### config.mk
export PLATFORM = sky130hd
export DESIGN_NAME = fetch_stage
export DESIGN_NICKNAME = d
export VERILOG_FILES = /design/src/rtl/fetch_stage.sv
export SDC_FILE = /design/constraint.sdc
export NUM_CORES = 1
export LEC_CHECK = 0
export BUFFER_PORTS_ARGS = -buffer_cell sky130_fd_sc_hd__buf_2
export CORE_ASPECT_RATIO = 1.4
export CORE_MARGIN = 5
export CORE_UTILIZATION = 56
export CTS_CLUSTER_DIAMETER = 200
export CTS_CLUSTER_SIZE = 40
export DETAILED_ROUTE_END_ITERATION = 10
export PLACE_DENSITY_LB_ADDON = 0.2
export SLEW_MARGIN = 20
export SYNTH_ARGS = -nofsm -noshare
export SYNTH_HDL_FRONTEND = slang
export SYNTH_SLANG_ARGS = --single-unit
export TNS_END_PERCENT = 50
### constraint.sdc
create_clock -name clk_i -period 3 [get_ports clk_i]
set_clock_uncertainty 0.05 [all_clocks]
set_input_delay 0.3 -clock clk_i [delete_from_list [all_inputs] [get_ports clk_i]]
set_output_delay 0.3 -clock clk_i [all_outputs]
set_load 0.01 [all_outputs]
### src/rtl/fetch_stage.sv
// rtl/fetch_stage.sv - instruction fetch stage with imem req/ack, stall, flush and skid buffer
//
// Purpose:
//   Owns the fetch PC and issues one instruction-memory request at a time.
//   Presents one registered instruction, its PC and its opcode field to decode.
//   A one-entry skid buffer catches a response that arrives while decode is
//   stalled, so no fetched instruction is ever lost.
//
// Ports:
//   clk_i          clock, rising edge
//   rst_i          asynchronous reset, active-low
//   start_i        leave IDLE and begin fetching
//   imem_req_o     instruction memory request (high exactly in REQ)
//   imem_addr_o    request address, equals the fetch PC
//   imem_ack_i     request accepted, imem_data_i valid in the same cycle
//   imem_data_i    fetched instruction word
//   stall_i        decode cannot accept this cycle
//   flush_i        discard held/in-flight instructions, redirect the PC
//   redirect_pc_i  new fetch PC, sampled while flush_i=1
//   instr_valid_o  instr_o/pc_o/op_o hold a real instruction
//   instr_o        instruction to decode (NOP_INSTR while not valid)
//   pc_o           PC of instr_o
//   op_o           instr_o[6:0]
//
// Optional build macro FETCH_PERF_CNT_EN adds:
//   fetch_cnt_o    count of accepted, non-discarded acks (wraps)
//   stall_cnt_o    count of cycles with a valid instruction held under stall (wraps)

module fetch_stage #(
  parameter logic [31:0] RESET_PC  = 32'h0000_0000,
  parameter logic [31:0] NOP_INSTR = 32'h0000_0013
) (
  input  logic        clk_i,
  input  logic        rst_i,
  input  logic        start_i,
  output logic        imem_req_o,
  output logic [31:0] imem_addr_o,
  input  logic        imem_ack_i,
  input  logic [31:0] imem_data_i,
  input  logic        stall_i,
  input  logic        flush_i,
  input  logic [31:0] redirect_pc_i,
  output logic        instr_valid_o,
  output logic [31:0] instr_o,
  output logic [31:0] pc_o,
  output logic [6:0]  op_o
`ifdef FETCH_PERF_CNT_EN
  ,
  output logic [31:0] fetch_cnt_o,
  output logic [31:0] stall_cnt_o
`endif
);

  typedef enum logic [1:0] {
    S_IDLE = 2'd0,
    S_REQ  = 2'd1,
    S_HOLD = 2'd2
  } state_e;

  state_e      state_q, state_d;
  logic [31:0] pc_q, pc_d;
  // Target to use once the request outstanding at flush time has been acked.
  logic [31:0] redirect_q, redirect_d;
  logic        discard_q, discard_d;

  logic        out_valid_q, out_valid_d;
  logic [31:0] out_instr_q, out_instr_d;
  logic [31:0] out_pc_q, out_pc_d;

  // The skid entry is occupied exactly while the FSM sits in HOLD, so it
  // needs no separate valid bit.
  logic [31:0] skid_instr_q, skid_instr_d;
  logic [31:0] skid_pc_q, skid_pc_d;

  logic ack_live;
  logic consumed;

  assign ack_live = imem_ack_i && (state_q == S_REQ);
  assign consumed = out_valid_q && !stall_i;

  always_comb begin
    state_d      = state_q;
    pc_d         = pc_q;
    redirect_d   = redirect_q;
    discard_d    = discard_q;
    out_valid_d  = out_valid_q;
    out_instr_d  = out_instr_q;
    out_pc_d     = out_pc_q;
    skid_instr_d = skid_instr_q;
    skid_pc_d    = skid_pc_q;

    if (consumed) begin
      out_valid_d = 1'b0;
    end

    if (flush_i) begin
      out_valid_d = 1'b0;
    end

    unique case (state_q)
      S_IDLE: begin
        if (flush_i) begin
          pc_d = redirect_pc_i;
        end
        if (start_i) begin
          state_d = S_REQ;
        end
      end

      S_REQ: begin
        if (flush_i) begin
          if (ack_live) begin
            // The outstanding request completes now; its data is dropped.
            pc_d      = redirect_pc_i;
            discard_d = 1'b0;
          end else begin
            // Request must stay stable until acked; drop its data later.
            discard_d  = 1'b1;
            redirect_d = redirect_pc_i;
          end
        end else if (ack_live) begin
          if (discard_q) begin
            pc_d      = redirect_q;
            discard_d = 1'b0;
          end else if (!out_valid_q || !stall_i) begin
            out_valid_d = 1'b1;
            out_instr_d = imem_data_i;
            out_pc_d    = pc_q;
            pc_d        = pc_q + 32'd4;
          end else begin
            skid_instr_d = imem_data_i;
            skid_pc_d    = pc_q;
            pc_d         = pc_q + 32'd4;
            state_d      = S_HOLD;
          end
        end
      end

      S_HOLD: begin
        if (flush_i) begin
          pc_d    = redirect_pc_i;
          state_d = S_REQ;
        end else if (consumed) begin
          out_valid_d = 1'b1;
          out_instr_d = skid_instr_q;
          out_pc_d    = skid_pc_q;
          state_d     = S_REQ;
        end
      end

      default: begin
        state_d = S_IDLE;
      end
    endcase

    // Keep the output register at NOP whenever nothing valid is held.
    if (!out_valid_d) begin
      out_instr_d = NOP_INSTR;
    end
  end

  always_ff @(posedge clk_i or negedge rst_i) begin
    if (!rst_i) begin
      state_q      <= S_IDLE;
      pc_q         <= RESET_PC;
      redirect_q   <= RESET_PC;
      discard_q    <= 1'b0;
      out_valid_q  <= 1'b0;
      out_instr_q  <= NOP_INSTR;
      out_pc_q     <= 32'h0000_0000;
      skid_instr_q <= 32'h0000_0000;
      skid_pc_q    <= 32'h0000_0000;
    end else begin
      state_q      <= state_d;
      pc_q         <= pc_d;
      redirect_q   <= redirect_d;
      discard_q    <= discard_d;
      out_valid_q  <= out_valid_d;
      out_instr_q  <= out_instr_d;
      out_pc_q     <= out_pc_d;
      skid_instr_q <= skid_instr_d;
      skid_pc_q    <= skid_pc_d;
    end
  end

  assign imem_req_o    = (state_q == S_REQ);
  assign imem_addr_o   = pc_q;
  assign instr_valid_o = out_valid_q;
  assign instr_o       = out_instr_q;
  assign pc_o          = out_pc_q;
  assign op_o          = out_instr_q[6:0];

`ifdef FETCH_PERF_CNT_EN
  logic [31:0] fetch_cnt_q;
  logic [31:0] stall_cnt_q;

  always_ff @(posedge clk_i or negedge rst_i) begin
    if (!rst_i) begin
      fetch_cnt_q <= 32'h0000_0000;
      stall_cnt_q <= 32'h0000_0000;
    end else begin
      // An ack coinciding with a flush, or landing while discarding, is dropped.
      if (ack_live && !discard_q && !flush_i) begin
        fetch_cnt_q <= fetch_cnt_q + 32'd1;
      end
      if (out_valid_q && stall_i) begin
        stall_cnt_q <= stall_cnt_q + 32'd1;
      end
    end
  end

  assign fetch_cnt_o = fetch_cnt_q;
  assign stall_cnt_o = stall_cnt_q;
`endif

endmodule

==> impl_metrics.csv <==
group,metric,value,unit
drt,postRouteWirelength,22100,um
floorplanning,core_area,16700,um2
setup_path,cp.arrival,2.94,ns
cts,cts_inserted_buffers,17,
synthesis,ys_seq_elements,196,
cts,cts_resized,0,
floorplanning,num_io_pins,175,
cts,cts_buffer_depth,2,
grt,grt.overflow.total,0,
grt,grt_pass1_wl,36500,um
sta,fmax,375,MHz
cells_and_area,fin_cells,1216,
cells_and_area,drive_above_1_share,33.6,%
placement,dp_cells,1183,
setup_path,reg2reg_depth,8,
sta,slew-limit-headroom,45.3,%
sta,worst_pin_slew,0.800,ns
cts,h-tree-depth,4,
setup_path,path_cells,"inv_1 > ha_4 > buf_4 > nand2_1 > o21ai_0 > a21oi_1 > or2_2 > a211oi_1",
drt,ant_nets,0,
pwr,power,0.0110,W
run,cap_violations,0,
drt,vias,7044,
worst_hold_path,holdPathEnd,"redirect_q[20]",
sta,hold_violations,0,
synthesis,synth-main-ff-cell,"dfrtp_1",
worst_hold_path,min-delay-start,"redirect_pc_i[20]",
setup_path,rrSetupSlack,0.34,ns
floorplanning,num_rows,56,
synthesis,synth_cell_types,69,
drt,initialDrtViolationCount,445,
floorplanning,start_util,56.7,%
sta,fin_tns_setup,0,ns
cells_and_area,n_antenna_cell,0,
cts,clock-sinks,196,
synthesis,synth_area_per_cell,11.1,um2
setup_path,critPathKind,"register to register",
outcome,outcome,"finished clean",
cells_and_area,layout_common_cells,"dfrtp_1 (192), buf_2 (173), mux2_2 (95)",
setup_path,r2r-start,"state_q[0]",
worst_hold_path,hold_class,"input port to register",
floorplanning,die-area,19700,um2
drt,avgViaCountPerCell,5.79,
cells_and_area,multiInputGateArea,4240,um2
placement,routabilityCongestion,0.833,
placement,portBuffers,174,
worst_hold_path,hold_depth,2,
cells_and_area,postLayoutCoreUtil,66.3,%
cells_and_area,areaGrowthSynthToFinish,16.9,%
pwr,power_leakage,5.10,nW
cts,clk_pin_slew,0.07,ns
pwr,seqPwrFrac,39.2,%
pwr,power.share.clock,20.3,%
sta,min_period_over_period,88.8,%
grt,antenna_found_initial,0,
pwr,p_sw_share,40.2,%
setup_path,crit_fanout,30,
sta,maxSlewViolCount,0,
synthesis,yosysSeqAreaShare,51.7,%
pwr,peakVddDrop,530,uV
floorplanning,die_w,120,um
floorplanning,die-height,164,um
synthesis,ys_warn_count,0,
sta,grt_setup_unrepaired,"no",
pwr,switchingPower,0.00441,W
synthesis,synth_edf_count,0,
setup_path,crit_path_top_delay_cell,"or2_2",
sta,hold_ws,0.0408,ns
pwr,power.internal,0.00656,W
placement,dp_hpwl,15300,um
pwr,power_density,988,nW/um2
drt,drc,0,
cells_and_area,final.fill_count,1337,
cells_and_area,seqCellArea,4910,um2
cts,cts_tree,"done",
synthesis,synthArstFlopShare,100,%
cts,clk_latency,0.43,ns
grt,grt_pass1_vias,7111,
setup_path,worstReg2RegEnd,"instr_o[17]",
cts,root_buffer,"clkbuf_16",
cells_and_area,nNetsFinal,1075,
drt,wl_per_cell,18.2,um
setup_path,worst_setup_path_end_kind,"register",
cells_and_area,layout_commonest_cell,"dfrtp_1",
drt,first_pass_iters,5,
sta,final-setup-viol-count,0,
setup_path,cp-start-kind,"register",
grt,grt_max_degree,74,
grt,grt_use_total,23.1,%
synthesis,syn_nets,932,
synthesis,synth_cells,857,
synthesis,netlist_area,9500,um2
setup_path,crit_path_max_incr_delay,0.52,ns
sta,layout_min_cycle_time,2.66,ns
pwr,pwr-share-comb,40.6,%
setup_path,cp.required,3.28,ns
synthesized netlist by cell type (4+ instances only):
master	number	area (um2)
o221ai_1	4	35.0
buf_2	28	140
dfrtp_1	193	4830
nand3_1	15	75.1
nor2_1	88	330
or3_1	5	31.3
ha_1	5	62.6
xor2_1	7	61.3
and2_1	4	25.0
mux2_1	5	56.3
o211ai_1	4	30.0
a31oi_1	7	43.8
mux2i_1	73	731
nand2b_1	7	43.8
nand3b_1	4	30.0
o22ai_1	4	25.0
a211oi_1	34	255
inv_1	16	60.1
buf_1	9	33.8
a21oi_1	73	365
nor3_1	9	45.0
mux2_2	95	1070
xnor2_1	10	87.6
and3_1	7	43.8
clkbuf_1	26	97.6
nand2_1	37	139
o21ai_0	20	100
buf_4	7	52.6
o31ai_1	4	30.0
stage by stage:
stage | instance area (um2) | worst slack [ns]
finish | 11100 | 0.335
global route | 11100 | 0.156
CTS | 11100 | 0.315
detailed placement | 10500 | 0.342
global placement | 10500 | 0.412
floorplan | 9500 | 0.807
power by group through the flow:
| stage | combinational [W] | sequential, W | clock (W) |
|---|---|---|---|
| 5_1_grt | 0.00496 | 0.00442 | 0.00238 |
| 2_1_floorplan | 0.00305 | 0.00423 | 0 |
| 3_3_place_gp | 0.00436 | 0.00429 | 0 |
| 6_report | 0.00445 | 0.00430 | 0.00222 |
| 4_1_cts | 0.00449 | 0.00429 | 0.00227 |
| 3_5_place_dp | 0.00446 | 0.00434 | 0 |
cell type report:
| class | count | area share (%) |
|---|---|---|
| Multi-Input combinational cell | 575 | 38.2 |
| Tap cell | 203 | 2.29 |
| Clock inverter | 15 | 1.32 |
| Clock buffer | 17 | 3.83 |
| Timing Repair Buffer | 194 | 9.63 |
| Inverter | 16 | 0.541 |
| Sequential cell | 196 | 44.2 |
metal layers:
metal	GRT usage [%]	share of wire, %	routed length (um)
met1	30.8	44	9700
met2	38.4	49	10900
met3	4.06	4.8	1060
met4	7.92	1.9	425
met5	0	0	0
worst max path at each step:
stage / start / end / slack, ns / cells after the start
after floorplan: state_q[0] / imem_addr_o[27] / 0.81 / 8
after global placement: state_q[0] / instr_o[22] / 0.41 / 8
after detailed placement: state_q[0] / instr_o[17] / 0.34 / 8
after CTS: state_q[0] / instr_o[17] / 0.32 / 8
after global routing: state_q[0] / instr_o[26] / 0.16 / 8
final: state_q[0] / instr_o[17] / 0.34 / 8
cell families (layout without fill, tap and decap cells):
family,Yosys count,in the layout,share of synthesized area (%)
compound gates,176,176,11.7
xor+xnor,17,17,1.57
fa+ha+maj,5,5,0.659
buf+inv,86,242,4.04
flops,196,196,51.7
mux,173,173,19.5
simple gates,204,204,10.8
state kept, by name, summed over array words and instances, names as in the netlist:
register and cells:
pc_o 32, state_q 2, discard_q 1, skid_pc_q 32, instr_valid_o 1, skid_instr_q 32, imem_addr_o 32, redirect_q 32
instr_o 32
worst max-delay path: cells and delay by family (launching register included):
kind,cells,cell delay [ns]
adder cells (fa/ha/maj),1,0.37
flip-flops,1,0.44
AND/OR/NAND/NOR,2,0.60
buffers and inverters,2,0.63
AO/OA/AOI/OAI,3,0.45
repair_timing:
action,CTS,global route
hold buffers,1,0
endpoints found under the hold margin,66,0
endpoints found under the setup margin,0,0
buffers inserted,0,0
Note: power is estimated with default switching activity, not from simulation.
